[config.mk]
export PLATFORM = sky130hd
export DESIGN_NAME = pc_fetch_ctrl_flat
export DESIGN_NICKNAME = d
export VERILOG_FILES = /design/src/rtl/pc_fetch_ctrl_if.sv /design/src/rtl/pc_fetch_ctrl.sv /design/src/flat_wrapper.sv
export SDC_FILE = /design/constraint.sdc
export NUM_CORES = 1
export LEC_CHECK = 0
export BUFFER_PORTS_ARGS = -buffer_cell sky130_fd_sc_hd__buf_4
export CORE_ASPECT_RATIO = 1.2
export CORE_MARGIN = 2
export CORE_UTILIZATION = 50
export CTS_BUF_LIST = sky130_fd_sc_hd__clkbuf_2
export CTS_CLUSTER_DIAMETER = 100
export DETAILED_ROUTE_END_ITERATION = 12
export PLACE_DENSITY = 0.71
export SYNTH_ARGS = -nofsm -noshare
export SYNTH_HDL_FRONTEND = slang
export SYNTH_SLANG_ARGS = --single-unit
[constraint.sdc]
create_clock -name Clk -period 4.6 [get_ports Clk]
set_clock_uncertainty 0.1 [all_clocks]
set_input_delay 0.46 -clock Clk [delete_from_list [all_inputs] [get_ports Clk]]
set_output_delay 0.46 -clock Clk [all_outputs]
set_load 0.01 [all_outputs]
[src/rtl/pc_fetch_ctrl_if.sv]
// Fetch-control bundle: instruction flags and branch target in, PC and status out.
// The master drives the flags (core/testbench) and the slave is the fetch stage.
interface pc_fetch_ctrl_if #(
  parameter int PC_W  = 10,
  parameter int CNT_W = 16
);
  logic             Start;
  logic             Halt;
  logic             Jump;
  logic             Taken;
  logic             Call;
  logic             Ret;
  logic [PC_W-1:0]  Target;
  logic [PC_W-1:0]  ProgCtr;
  logic             Running;
  logic             Done;
  logic             StackErr;
  logic [CNT_W-1:0] InstCount;

  modport master (
    output Start, Halt, Jump, Taken, Call, Ret, Target,
    input  ProgCtr, Running, Done, StackErr, InstCount
  );

  modport slave (
    input  Start, Halt, Jump, Taken, Call, Ret, Target,
    output ProgCtr, Running, Done, StackErr, InstCount
  );
endinterface

[src/rtl/pc_fetch_ctrl.sv]
// Program-counter / fetch-control stage: IDLE/RUN/HALT sequencing, branch/call/return
// next-PC selection, a small hardware return stack and a saturating retire counter.
module pc_fetch_ctrl #(
  parameter int PC_W     = 10,
  parameter int DEPTH    = 4,
  parameter int START_PC = 0,
  parameter int CNT_W    = 16
) (
  input logic            Clk,
  input logic            Reset,
  pc_fetch_ctrl_if.slave bus
);
  localparam int IDX_W = $clog2(DEPTH);
  localparam int SP_W  = IDX_W + 1;
  localparam logic [SP_W-1:0]  SP_FULL = SP_W'(DEPTH);
  localparam logic [CNT_W-1:0] CNT_MAX = '1;

  typedef enum logic [1:0] {
    S_IDLE = 2'd0,
    S_RUN  = 2'd1,
    S_HALT = 2'd2
  } state_t;

  state_t           r_state, w_state_nxt;
  logic [PC_W-1:0]  r_pc, w_pc_nxt, w_pc_inc;
  logic [SP_W-1:0]  r_sp, w_sp_nxt, w_sp_dec;
  logic             r_err, w_err_nxt;
  logic [CNT_W-1:0] r_cnt, w_cnt_nxt;
  logic             w_push;
  logic [PC_W-1:0]  r_stack [DEPTH];

  // Both wrap silently modulo their width; sp_dec is only used when sp>0.
  assign w_pc_inc = r_pc + PC_W'(1);
  assign w_sp_dec = r_sp - SP_W'(1);

  // NOTE: sequential state uses non-blocking assignments so every register samples
  // pre-edge values regardless of block ordering.
  always_ff @(posedge Clk) begin
    if (!Reset) r_state <= S_IDLE;
    else        r_state <= w_state_nxt;
  end

  // NOTE: every output of this block gets a default first, so no path leaves a
  // signal unassigned and no latch is inferred.
  always_comb begin
    w_state_nxt = r_state;
    w_pc_nxt    = r_pc;
    w_sp_nxt    = r_sp;
    w_err_nxt   = r_err;
    w_cnt_nxt   = r_cnt;
    w_push      = 1'b0;
    case (r_state)
      S_IDLE, S_HALT: begin
        if (bus.Start) begin
          w_state_nxt = S_RUN;
          w_pc_nxt    = PC_W'(START_PC);
          w_sp_nxt    = '0;
          w_err_nxt   = 1'b0;
          w_cnt_nxt   = '0;
        end
      end
      S_RUN: begin
        w_cnt_nxt = (r_cnt == CNT_MAX) ? r_cnt : r_cnt + CNT_W'(1);
        if (bus.Halt) begin
          w_state_nxt = S_HALT;
        end else if (bus.Ret) begin
          if (r_sp != '0) begin
            w_pc_nxt = r_stack[w_sp_dec[IDX_W-1:0]];
            w_sp_nxt = w_sp_dec;
          end else begin
            w_err_nxt = 1'b1;
            w_pc_nxt  = w_pc_inc;
          end
        end else if (bus.Call) begin
          if (r_sp != SP_FULL) begin
            w_push   = 1'b1;
            w_sp_nxt = r_sp + SP_W'(1);
          end else begin
            w_err_nxt = 1'b1;
          end
          w_pc_nxt = bus.Target;
        end else if (bus.Jump && bus.Taken) begin
          w_pc_nxt = bus.Target;
        end else begin
          w_pc_nxt = w_pc_inc;
        end
      end
      default: w_state_nxt = S_IDLE;
    endcase
  end

  always_ff @(posedge Clk) begin
    if (!Reset) begin
      r_pc  <= '0;
      r_sp  <= '0;
      r_err <= 1'b0;
      r_cnt <= '0;
    end else begin
      r_pc  <= w_pc_nxt;
      r_sp  <= w_sp_nxt;
      r_err <= w_err_nxt;
      r_cnt <= w_cnt_nxt;
    end
  end

  // NOTE: the stack array has no reset; sp alone defines which entries are valid,
  // so clearing the storage would only cost reset fan-out.
  always_ff @(posedge Clk) begin
    if (Reset && w_push) r_stack[r_sp[IDX_W-1:0]] <= w_pc_inc;
  end

  assign bus.ProgCtr   = r_pc;
  assign bus.Running   = (r_state == S_RUN);
  assign bus.Done      = (r_state == S_HALT);
  assign bus.StackErr  = r_err;
  assign bus.InstCount = r_cnt;
endmodule

[src/flat_wrapper.sv]
// flat-port wrapper written by rule: the top's interface ports become plain ports
module pc_fetch_ctrl_flat 
#(
  parameter int PC_W     = 10,
  parameter int DEPTH    = 4,
  parameter int START_PC = 0,
  parameter int CNT_W    = 16
)
  (Clk, Reset, bus_Start, bus_Halt, bus_Jump, bus_Taken, bus_Call, bus_Ret, bus_Target, bus_ProgCtr, bus_Running, bus_Done, bus_StackErr, bus_InstCount);
  pc_fetch_ctrl_if #(.PC_W(PC_W), .CNT_W(CNT_W)) bus_i ();
  input logic Clk;
  input logic Reset;
  input wire logic [$bits(bus_i.Start)-1:0] bus_Start;
  input wire logic [$bits(bus_i.Halt)-1:0] bus_Halt;
  input wire logic [$bits(bus_i.Jump)-1:0] bus_Jump;
  input wire logic [$bits(bus_i.Taken)-1:0] bus_Taken;
  input wire logic [$bits(bus_i.Call)-1:0] bus_Call;
  input wire logic [$bits(bus_i.Ret)-1:0] bus_Ret;
  input wire logic [$bits(bus_i.Target)-1:0] bus_Target;
  output wire logic [$bits(bus_i.ProgCtr)-1:0] bus_ProgCtr;
  output wire logic [$bits(bus_i.Running)-1:0] bus_Running;
  output wire logic [$bits(bus_i.Done)-1:0] bus_Done;
  output wire logic [$bits(bus_i.StackErr)-1:0] bus_StackErr;
  output wire logic [$bits(bus_i.InstCount)-1:0] bus_InstCount;
  assign bus_i.Start = bus_Start;
  assign bus_i.Halt = bus_Halt;
  assign bus_i.Jump = bus_Jump;
  assign bus_i.Taken = bus_Taken;
  assign bus_i.Call = bus_Call;
  assign bus_i.Ret = bus_Ret;
  assign bus_i.Target = bus_Target;
  assign bus_ProgCtr = bus_i.ProgCtr;
  assign bus_Running = bus_i.Running;
  assign bus_Done = bus_i.Done;
  assign bus_StackErr = bus_i.StackErr;
  assign bus_InstCount = bus_i.InstCount;
  pc_fetch_ctrl #(.PC_W(PC_W), .DEPTH(DEPTH), .START_PC(START_PC), .CNT_W(CNT_W)) u_core (.Clk(Clk), .Reset(Reset), .bus(bus_i));
endmodule
# Word level (Yosys, flattened, before mapping)
# Memories as Yosys holds them, arrays and structs flattened.
# Cells that the tools add are included.
# classes
addsub	4
eq_ne	13
muxes	34
n_reduce_logical	11
# ops
op	n
10-bit two-way mux	6
16-bit two-way mux	2
16-bit one-hot mux with 2 select lines	1
10-bit one-hot mux with 2 select lines	1
3-bit two-way mux	6
16-bit by 1-bit adder with 16-bit output, second input constant	1
16-bit == test, second input constant	1
1-bit two-way mux	13
3-bit inequality test, second input constant	4
6-bit AND reduction	2
10-bit by 1-bit adder with 10-bit output, second input constant	1
2-bit inequality test, second input constant	4
3-bit by 2-bit inequality test with 1-bit output, second input constant	2
3-bit one-hot mux with 2 select lines	1
3-bit AND reduction	2
2-bit two-way mux	2
2-bit one-hot mux with 2 select lines	1
3-bit by 1-bit adder with 3-bit output, second input constant	1
3-bit nonzero test	1
3-bit by 1-bit subtractor with 3-bit output, second input constant	1
2-bit by 1-bit == test with 1-bit output, second input constant	1
2-bit == test, second input constant	1
1-bit logical AND	2
2-bit logical NOT	1
other kinds (4)	4
# totals
ff_bits	32
ramBits	40
in_bits	18
output_inout_bits	29
elab_cells	68
mem_count	1
# mem_list
memory	depth	word_bits	read_ports	rd_clocked_by_memory_dff	wr	line	text
u_core.r_stack	4	10	1	0	1	pc_fetch_ctrl.sv:30	logic [PC_W-1:0] r_stack [DEPTH];

# Longest topological paths before layout
# Gate-level depths: netlist of run 1.
# logic_depth
word_depth	9
depth_mapped	10
depth_no_buf	7

# Worst setup path before layout of run 1
# No wires, ideal clock.
# synth_path
path_kind	register to register
startpoint	register u_core.r_sp[0]
endpoint	register u_core.r_pc[7] (netlist: u_core.bus.ProgCtr[7])
setup_ns	0.121
arrival_time_ns	2.125
required_ns	4.379
path_slack_ns	2.255
path_stages_with_launch	9
n_path_buf	2
period_less_slack_ns	2.345
path_cell_list	dfxtp_1 > buf_4 > inv_1 > ha_1 > clkbuf_1 > mux4_2 > o221a_2 > nand4_1 > nand3_1
# synth_via
elab_chain_len	6
elab_cells_between_ends	7
classes_between	1 x add/sub; 4 x mux; 1 x reduce/logical; 1 x memory
# synth_lines
item	line	text
start: declaration	pc_fetch_ctrl.sv:26	logic [SP_W-1:0] r_sp, w_sp_nxt, w_sp_dec;
start signal: assignment	pc_fetch_ctrl.sv:100	r_sp <= w_sp_nxt;
3-bit by 1-bit subtractor with 3-bit output	pc_fetch_ctrl.sv:34	assign w_sp_dec = r_sp - SP_W'(1);
memory 4 x 10 bit	n/a	
10-bit two-way mux *	pc_fetch_ctrl.sv:67	if (r_sp != '0) begin
10-bit two-way mux *	pc_fetch_ctrl.sv:66	end else if (bus.Ret) begin
10-bit two-way mux *	pc_fetch_ctrl.sv:64	if (bus.Halt) begin
10-bit one-hot mux with 2 select lines *	pc_fetch_ctrl.sv:52	case (r_state)
end signal: assignment	pc_fetch_ctrl.sv:99	r_pc <= w_pc_nxt;
end: declaration	pc_fetch_ctrl.sv:25	logic [PC_W-1:0] r_pc, w_pc_nxt, w_pc_inc;
# Every way passes the cells marked *; elsewhere a longest branch is shown, timed or not. The select of a mux whose other input is x is not followed.
# A chain may end at the register's enable or synchronous reset.

# Worst setup path in the final report of run 1
# layout_path
startpoint	register u_core.r_state[0]
endpoint	memory u_core.r_stack[2][1] (enable)
# layout_via
elab_chain_len	5
# layout_lines
item	line	text
start: declaration	pc_fetch_ctrl.sv:24	state_t r_state, w_state_nxt;
start signal: assignment	pc_fetch_ctrl.sv:40	else r_state <= w_state_nxt;
2-bit by 1-bit == test with 1-bit output	pc_fetch_ctrl.sv:52	
1-bit two-way mux	pc_fetch_ctrl.sv:52	
1-bit logical AND	pc_fetch_ctrl.sv:109	if (Reset && w_push) r_stack[r_sp[IDX_W-1:0]] <= w_pc_inc;
1-bit two-way mux	pc_fetch_ctrl.sv:109	
1-bit two-way mux (implied by the code)	pc_fetch_ctrl.sv:109	
end: declaration	pc_fetch_ctrl.sv:30	
# No other way between the ends.

==> flow_metrics.env, run 1 <==
export IMPL_cpLargestDelayFamily="simple AND/OR/NAND/NOR gates"
export IMPL_synth_cell_types=58
export IMPL_track_usage_pct=22.5
export IMPL_path_clk_slew_ns=0.21
export IMPL_worst_setup_path_end_kind="register"
export IMPL_clock_latency_ns=0.50
export IMPL_dr_pass1_iters=4
export IMPL_r2r_setup_slack_ns=2.21
export IMPL_reg2reg_depth=4
export IMPL_cap_violations=0
export IMPL_fillers=587
export IMPL_irDropWorstVdd_mv=0.140
export IMPL_r2r_start="u_core.r_state[0]"
export IMPL_initial_utilization_pct=52.0
export IMPL_rsz0062_at_grt="no"
export IMPL_ios=47
export IMPL_fin_ws_ns=2.21
export IMPL_drc=0
export IMPL_power_density_nw_per_um2=306
export IMPL_critPathKind="register to register"
export IMPL_internal_power_mw=0.966
export IMPL_critPathMaxStageDelay_ns=0.48
export IMPL_grt_overflow_total=0
export IMPL_hold_depth=2
export IMPL_dieHeight_um=96.5
export IMPL_grt_antenna_before_repair=0
export IMPL_finalMaxSlewViolations=0
export IMPL_synth_seq_cells=72
export IMPL_fin_crit_sh_pct=52.0
export IMPL_whs_ns=0.174
export IMPL_io_buffers=46
export IMPL_status="completed"
export IMPL_numCtsBuffers=9
export IMPL_post_dp_hpwl_mm=5.91
export IMPL_min_path_type="input port to register"
export IMPL_synth_edf_count=40
export IMPL_synthesis_area_per_instance_um2=11.6
export IMPL_worstPathMaxFanout=10
export IMPL_vias=2578
export IMPL_cts_buffer_depth=2
export IMPL_swShare_pct=23.6
export IMPL_dieWidth_um=81.1
export IMPL_async_reset_ff_share_pct=0
export IMPL_clkPwrFrac_pct=35.7
export IMPL_cts_setup_buffers=0
export IMPL_power_frac_comb_pct=9.5
export IMPL_seq_area_frac_synth_pct=51.7
export IMPL_die_area_um2=7820
export IMPL_timing_worst_slew_pin_value_ns=0.654
export IMPL_cp_common_cell="and2_1"
export IMPL_wl_mm=7.97
export IMPL_syn_to_final_growth_pct=16.0
export IMPL_pre_cts_ws_ns=2.13
export IMPL_grt_first_pass_wirelength_mm=12.9
export IMPL_antennaDiodeCount=0
export IMPL_seqPwrFrac_pct=54.8
export IMPL_hold_start="Reset"
export IMPL_fin_tns_setup_ns=0
export IMPL_grt_max_degree=15
export IMPL_num_rows=33
export IMPL_yosys_warnings=0
export IMPL_timing_final_hold_violations=0
export IMPL_crit_buf_inv=0
export IMPL_required_ns=4.64
export IMPL_root_buffer="clkbuf_2"
export IMPL_cts_sinks=72
export IMPL_fmax_ghz=0.418
export IMPL_finalSetupViolations=0
export IMPL_gp_congestion=0.898
export IMPL_via_per_inst=5.79
export IMPL_htreeDepth=3
export IMPL_drive_gt1_share_pct=26.0
export IMPL_netlist_area_um2=3560
export IMPL_slew_headroom_pct=56.3
export IMPL_startpoint_type="register"
export IMPL_crit_start="u_core.r_state[0]"
export IMPL_drtIter0Drc=110
export IMPL_cp_arrival_ns=2.43
export IMPL_wl_per_cell_um=17.9
export IMPL_crit_slowest_cell="dfxtp_1"
export IMPL_tritoncts="done"
export IMPL_r2r_end="u_core.r_stack[2][1]"
export IMPL_synthCells=306
export IMPL_p_leak_nw=1.45
export IMPL_grt_pass1_vias=2621
export IMPL_fp_coreArea_um2=6850
export IMPL_ant_nets=0
export IMPL_final_nets=378
export IMPL_whs_endpoint="u_core.bus.ProgCtr[8]"
export IMPL_synth_ff_type="edfxtp_1"
export IMPL_cts_hold_buf=0
export IMPL_crit_path_cell_trace="nor3b_4 > and2_1 > and4_1 > and2_1"
export IMPL_syn_num_nets=331
export IMPL_post_cts_resized=0
export IMPL_min_period_ns=2.39
export IMPL_p_switching_mw=0.298
==> worst reg2reg max path, cell delays in order (launching register included) <==
cell and delay (ns):
dfxtp_1 0.48, nor3b_4 0.40, and2_1 0.35, and4_1 0.28, and2_1 0.44
==> Yosys cell counts, types with 2 or more instances <==
cell	instances	area [µm²]
a211oi_1	3	22.5
a21boi_0	5	37.5
a21boi_1	2	15.0
a21oi_1	12	60.1
a22o_1	2	17.5
a31oi_1	2	12.5
and2_1	9	56.3
and3_1	5	31.3
and4_1	5	43.8
clkbuf_1	8	30.0
dfxtp_1	32	641
edfxtp_1	40	1200
ha_1	7	87.6
inv_1	9	33.8
mux2_2	2	22.5
mux2i_1	12	120
mux4_2	10	225
nand2_1	26	97.6
nand2b_1	9	56.3
nand3_1	16	80.1
nand3b_1	3	22.5
nand4_1	4	25.0
nand4b_1	2	17.5
nor2_1	14	52.6
nor2b_1	4	25.0
o21ai_0	14	70.1
o221a_2	5	56.3
o221ai_1	2	17.5
xnor2_1	10	87.6
xor2_1	4	35.0
==> layout by cell type, fill, tap and decap left out, types with 2 or more instances in the layout <==
master	instances
a211oi_1	3
a21boi_0	5
a21boi_1	2
a21oi_1	12
a22o_1	2
a31oi_1	2
and2_1	9
and3_1	5
and4_1	5
buf_4	47
bufinv_16	3
clkbuf_2	9
clkinv_1	2
dfxtp_1	32
edfxtp_1	40
ha_1	7
inv_1	9
mux2_2	2
mux2i_1	12
mux4_2	10
nand2_1	26
nand2b_1	9
nand3_1	16
nand3b_1	3
nand4_1	4
nand4b_1	2
nor2_1	14
nor2b_1	4
o21ai_0	14
o221a_2	5
o221ai_1	2
xnor2_1	10
xor2_1	4
==> registers in the layout, summed over array words and instances (netlist names) <==
register              cells
u_core.bus.StackErr       1
u_core.r_state            2
u_core.bus.InstCount     16
u_core.bus.ProgCtr       10
u_core.r_stack           40
u_core.r_sp               3
==> kinds of logic (layout without fill, tap and decap cells) <==
group	after synthesis	count (layout)	share of synthesized area (%)
AND/OR/NAND/NOR	111	111	18.2
flip-flops	72	72	51.7
AO/OA/AOI/OAI	58	58	11.7
multiplexers	24	24	10.3
buffers and inverters	20	72	2.28
XOR/XNOR	14	14	3.44
adder cells (fa/ha/maj)	7	7	2.46
==> layer usage <==
| layer | routed length [µm] | global-route usage (%) | vias up |
|---|---|---|---|
| li1 | - | - | 1239 |
| met1 | 3150 | 25.8 | 1242 |
| met2 | 4180 | 40.2 | 77 |
| met3 | 427 | 4.00 | 20 |
| met4 | 212 | 11.3 | 0 |
| met5 | 0 | 0 | - |
==> layout make-up <==
class | instances | area, µm² | area share, %
Clock buffer | 9 | 45.0 | 1.09
Clock inverter | 7 | 110 | 2.66
Inverter | 9 | 33.8 | 0.817
Multi-Input combinational cell | 214 | 1640 | 39.7
Sequential cell | 72 | 1840 | 44.6
Tap cell | 87 | 109 | 2.63
Timing Repair Buffer | 47 | 353 | 8.54
==> per-stage QoR <==
step / util (%) / power (mW) / instance area (µm²) / instances
floorplan: - / 0.784 / 3560 / 306
global placement: 58.0 / 0.824 / 3980 / 429
detailed placement: 58.0 / 0.827 / 3980 / 429
CTS: 60.3 / 1.27 / 4130 / 445
global route: 60.3 / 1.31 / 4130 / 445
finish: 60.3 / 1.26 / 4130 / 445
==> power by group through the flow <==
stage / logic, mW / registers, mW / clock network (mW)
6_report: 0.121 / 0.692 / 0.451
5_1_grt: 0.132 / 0.694 / 0.482
4_1_cts: 0.121 / 0.692 / 0.461
3_5_place_dp: 0.121 / 0.706 / 0
3_3_place_gp: 0.119 / 0.705 / 0
2_1_floorplan: 0.0784 / 0.706 / 0
==> worst max-delay path by stage <==
| stage | endpoint | slack [ns] | cells after the start |
|---|---|---|---|
| 6_report | u_core.r_stack[2][1] | 2.21 | 4 |
| 5_1_grt | u_core.r_stack[1][3] | 2.08 | 4 |
| 4_1_cts | u_core.r_stack[2][1] | 2.21 | 4 |
| 3_5_place_dp | u_core.r_stack[2][7] | 2.13 | 5 |
| 3_3_place_gp | u_core.r_stack[2][9] | 2.19 | 5 |
| 2_1_floorplan | u_core.bus.ProgCtr[7] | 2.25 | 8 |
(Power assumes the default switching activity.)
==> run 2: changes to the inputs <==
- clock period: 4.6 -> 2.4 ns (I/O delays scaled with it)
==> run 2 against run 1 <==
Compared with the run above:
- wire length is 3.8% higher
- die area did not move
- via count grew 4.8%
==> flow_metrics.env, run 2 (synthesized netlist as in run 1, its figures left out) <==
export IMPL_finalSetupViolations=0
export IMPL_gp_congestion=0.925
export IMPL_antennaDiodeCount=0
export IMPL_grt_overflow_total=0
export IMPL_root_buffer="clkbuf_2"
export IMPL_cts_buffer_depth=2
export IMPL_internal_power_mw=1.57
export IMPL_num_rows=33
export IMPL_clock_latency_ns=0.52
export IMPL_cap_violations=0
export IMPL_post_cts_resized=0
export IMPL_drtIter0Drc=255
export IMPL_layout_cells_non_filler=464
export IMPL_wl_per_cell_um=17.8
export IMPL_cpLargestDelayFamily="simple AND/OR/NAND/NOR gates"
export IMPL_mostFrequentLayoutCells="60 x buf_4, 40 x edfxtp_1, 32 x dfxtp_1"
export IMPL_crit_slowest_cell="nand2b_1"
export IMPL_die_area_um2=7820
export IMPL_io_buffers=46
export IMPL_swShare_pct=26.6
export IMPL_worstPathMaxFanout=8
export IMPL_place_inst=442
export IMPL_irDropWorstVdd_mv=0.228
export IMPL_cts_setup_buffers=0
export IMPL_crit_path_cell_trace="inv_1 > ha_1 > nor2b_1 > nand2b_1 > o221a_2 > o21ai_0 > a21boi_0"
export IMPL_drc=0
export IMPL_dr_pass1_iters=4
export IMPL_min_period_ns=2.05
export IMPL_finalMaxSlewViolations=0
export IMPL_track_usage_pct=22.6
export IMPL_whs_ns=0.0126
export IMPL_grt_first_pass_wirelength_mm=12.9
export IMPL_required_ns=2.75
export IMPL_tritoncts="done"
export IMPL_fmax_ghz=0.487
export IMPL_status="completed"
export IMPL_seqPwrFrac_pct=62.1
export IMPL_slew_headroom_pct=61.7
export IMPL_path_clk_slew_ns=0.21
export IMPL_vias=2701
export IMPL_grt_antenna_before_repair=0
export IMPL_fin_ws_ns=0.347
export IMPL_final_common_cell="buf_4"
export IMPL_rsz0062_at_grt="no"
export IMPL_fp_coreArea_um2=6850
export IMPL_ios=47
export IMPL_wl_mm=8.27
export IMPL_p_leak_nw=1.52
export IMPL_ant_nets=0
export IMPL_grt_pass1_vias=2605
export IMPL_fin_tns_setup_ns=0
export IMPL_via_per_inst=5.82
export IMPL_cts_sinks=72
export IMPL_syn_to_final_growth_pct=18.3
export IMPL_post_dp_hpwl_mm=5.98
export IMPL_critPathKind="register to register"
export IMPL_fin_crit_sh_pct=85.5
export IMPL_p_switching_mw=0.569
export IMPL_fillers=573
export IMPL_htreeDepth=3
export IMPL_cp_arrival_ns=2.40
export IMPL_worst_setup_path_end_kind="register"
export IMPL_startpoint_type="register"
export IMPL_numCtsBuffers=9
export IMPL_min_path_type="input port to register"
export IMPL_final_util_pct=61.5
export IMPL_clkPwrFrac_pct=25.9
export IMPL_r2r_setup_slack_ns=0.35
export IMPL_largest_reg_flops=40
export IMPL_pre_cts_ws_ns=0.390
export IMPL_power_frac_comb_pct=12.0
export IMPL_drive_gt1_share_pct=28.6
export IMPL_crit_buf_inv=1
export IMPL_multi_input_area_um2=1640
export IMPL_dieHeight_um=96.5
export IMPL_timing_worst_slew_pin_value_ns=0.559
export IMPL_grt_max_degree=15
export IMPL_power_density_nw_per_um2=506
export IMPL_initial_utilization_pct=52.0
export IMPL_critPathMaxStageDelay_ns=0.38
export IMPL_regArea_um2=1840
export IMPL_timing_final_hold_violations=0
export IMPL_final_nets=397
export IMPL_dieWidth_um=81.1
run 2: power by group through the flow:
| stage | Clock [mW] | Sequential [mW] | Combinational, mW |
|---|---|---|---|
| 2_1_floorplan | 0 | 1.35 | 0.150 |
| 3_3_place_gp | 0 | 1.35 | 0.245 |
| 3_5_place_dp | 0 | 1.35 | 0.248 |
| 4_1_cts | 0.559 | 1.33 | 0.257 |
| 5_1_grt | 0.614 | 1.33 | 0.279 |
| 6_report | 0.552 | 1.33 | 0.257 |
run 2: worst paths after layout:
| path | startpoint | end | cells after the start |
|---|---|---|---|
| max | u_core.r_sp[1] | u_core.bus.ProgCtr[6] | 7 |
| max reg2reg | u_core.r_sp[1] | u_core.bus.ProgCtr[6] | 7 |
| min | bus_Target[2] | u_core.bus.ProgCtr[2] | 4 |
| min reg2reg | u_core.bus.InstCount[15] | u_core.bus.InstCount[15] | 2 |
run 2: layout make-up:
type	instances	share of cell area, %
sequential	72	43.7
multi-input combinational	214	38.9
timing repair buffer	66	12.1
tap	87	2.58
clock buffer	11	1.31
inverter	9	0.801
clock inverter	5	0.594
run 2: metal layers:
metal	up-vias	global-route usage, %	part of all wire [%]
li1	1282	-	-
met5	-	0	0
met2	91	38.9	52
met3	14	4.74	5.0
met1	1314	27.3	41
met4	0	9.89	1.8
run 2: worst min-delay path, delay by kind of cell:
| family | cells | cell delay, ns |
|---|---|---|
| mux | 1 | 0.05 |
| buf+inv | 1 | 0.08 |
| compound gates | 2 | 0.25 |
run 2: what timing repair did:
item / CTS / global route
hold buffers: 6 / 0
hold endpoints to repair: 12 / 0
setup endpoints to repair: 0 / 0
run 2: per-stage QoR:
step	area, µm²	power, mW
6_report	4220	2.13
5_1_grt	4220	2.22
4_1_cts	4220	2.14
3_5_place_dp	4080	1.60
3_3_place_gp	4080	1.60
2_1_floorplan	3560	1.50
==> run 3: changes to the inputs <==
- SLEW_MARGIN: default -> 0
- clock period: 2.4 -> 2.2 ns (I/O delays scaled with it)
==> run 3 against run 2 <==
Compared with the run above:
- final area up 1.4%
- register-to-register slack worse by 0.13 ns
- first-iteration DRC count down 13%
- wire length down 0.57%
- combinational power up 12%
- sequential share of layout area down 0.60 points
- critical endpoint is now bus_Running
- largest cell class unchanged
==> flow_metrics.env, run 3 (synthesized netlist as in run 1, its figures left out) <==
export IMPL_grt_overflow_total=0
export IMPL_largest_reg_flops=40
export IMPL_root_buffer="clkbuf_2"
export IMPL_track_usage_pct=23.1
export IMPL_timing_final_hold_violations=0
export IMPL_fin_crit_sh_pct=91.1
export IMPL_grt_pass1_vias=2601
export IMPL_timing_worst_slew_pin_value_ns=0.517
export IMPL_dieWidth_um=81.1
export IMPL_wl_per_cell_um=17.6
export IMPL_power_density_nw_per_um2=580
export IMPL_worst_setup_path_end_kind="primary output"
export IMPL_fin_tns_setup_ns=0
export IMPL_fin_ws_ns=0.197
export IMPL_critPathKind="register to primary output"
export IMPL_grt_antenna_before_repair=0
export IMPL_finalMaxSlewViolations=0
export IMPL_dr_pass1_iters=5
export IMPL_status="completed"
export IMPL_fp_coreArea_um2=6850
export IMPL_cp_arrival_ns=1.68
export IMPL_cts_setup_buffers=0
export IMPL_slew_headroom_pct=64.5
export IMPL_whs_ns=0.0230
export IMPL_pre_cts_ws_ns=0.205
export IMPL_grt_busiest_layer="met2"
export IMPL_post_dp_hpwl_mm=5.98
export IMPL_grt_max_degree=15
export IMPL_tritoncts="done"
export IMPL_finalPower_mw=2.48
export IMPL_worstPathMaxFanout=9
export IMPL_place_area_um2=4100
export IMPL_wl_mm=8.22
export IMPL_cts_sinks=72
export IMPL_antennaDiodeCount=0
export IMPL_via_per_inst=5.66
export IMPL_layout_cells_non_filler=467
export IMPL_startpoint_type="register"
export IMPL_critPathMaxStageDelay_ns=0.50
export IMPL_htreeDepth=3
export IMPL_vias=2644
export IMPL_final_cell_area_um2=4270
export IMPL_ios=47
export IMPL_clock_latency_ns=0.51
export IMPL_min_path_type="input port to register"
export IMPL_final_nets=400
export IMPL_rsz0062_at_grt="no"
export IMPL_die_area_um2=7820
export IMPL_final_util_pct=62.4
export IMPL_crit_slowest_cell="dfxtp_1"
export IMPL_irDropWorstVdd_mv=0.271
export IMPL_io_buffers=46
export IMPL_dieHeight_um=96.5
export IMPL_numCtsBuffers=9
export IMPL_num_rows=33
export IMPL_place_inst=445
export IMPL_syn_to_final_growth_pct=19.9
export IMPL_gr_usage_met1_pct=28.0
export IMPL_fmax_ghz=0.499
export IMPL_finalSetupViolations=0
export IMPL_path_clk_slew_ns=0.21
export IMPL_min_period_ns=2.00
export IMPL_cap_violations=0
export IMPL_gp_congestion=0.846
export IMPL_initial_utilization_pct=52.0
export IMPL_crit_path_cell_trace="or2b_2 > inv_1 > buf_4"
export IMPL_grt_first_pass_wirelength_mm=13.2
export IMPL_grt_use_met3_pct=3.25
export IMPL_ant_nets=0
export IMPL_drtIter0Drc=221
export IMPL_p_leak_nw=1.54
export IMPL_required_ns=1.88
export IMPL_drc=0
export IMPL_use_met2_pct=41.0
export IMPL_mostFrequentLayoutCells="63 x buf_4, 40 x edfxtp_1, 32 x dfxtp_1"
export IMPL_final_common_cell="buf_4"
export IMPL_drive_gt1_share_pct=29.2
export IMPL_cts_buffer_depth=2
-- run 3: cell count changes in the layout (fill, tap and decap cells not counted), sizes merged --
cell | previous run | this run
clkbuf | 11 | 9
inv | 9 | 11
bufinv | 0 | 1
clkinvlp | 0 | 1
buf | 60 | 63
clkinv | 5 | 3
-- run 3: what timing repair did --
item,CTS,global route
resized for setup,0,1
endpoints found under the hold margin,12,0
hold buffers,6,0
setup endpoints to repair,0,1
-- run 3: critical path: cells and delay by family (launching register included) --
family,cells,cell delay [ns]
flip-flops,1,0.50
AND/OR/NAND/NOR,1,0.35
buffers and inverters,2,0.31
-- run 3: worst paths after layout --
check                                           endpoint  slack, ns                     start  cells after the start
worst min register to register  u_core.bus.InstCount[15]       0.41  u_core.bus.InstCount[15]                      2
worst max register to register     u_core.bus.ProgCtr[2]       0.22            u_core.r_sp[0]                      6
worst max-delay path                         bus_Running       0.20         u_core.r_state[0]                      3
worst min-delay path               u_core.bus.ProgCtr[3]       0.02             bus_Target[3]                      4
-- run 3: where the power goes --
part / switching, mW / total, mW / leakage (nW) / internal [mW]
combinational: 0.152 / 0.287 / 0.895 / 0.135
clock: 0.484 / 0.746 / 0.0701 / 0.263
sequential: 0.0151 / 1.44 / 0.577 / 1.43
total: 0.651 / 2.48 / 1.54 / 1.83
-- run 3: per-layer routing --
layer  routed length (µm)  part of all wire [%]
met5                    0                     0
met1                 3310                    40
met3                  433                   5.3
met4                  148                   1.8
met2                 4330                    53
-- run 3: layout make-up --
| class | instances | area [µm²] |
|---|---|---|
| clock buffer | 9 | 45.0 |
| sequential | 72 | 1840 |
| tap | 87 | 109 |
| timing repair buffer | 69 | 533 |
| multi-input combinational | 214 | 1640 |
| inverter | 9 | 33.8 |
| clock inverter | 7 | 68.8 |
| fill | 586 | 2580 |
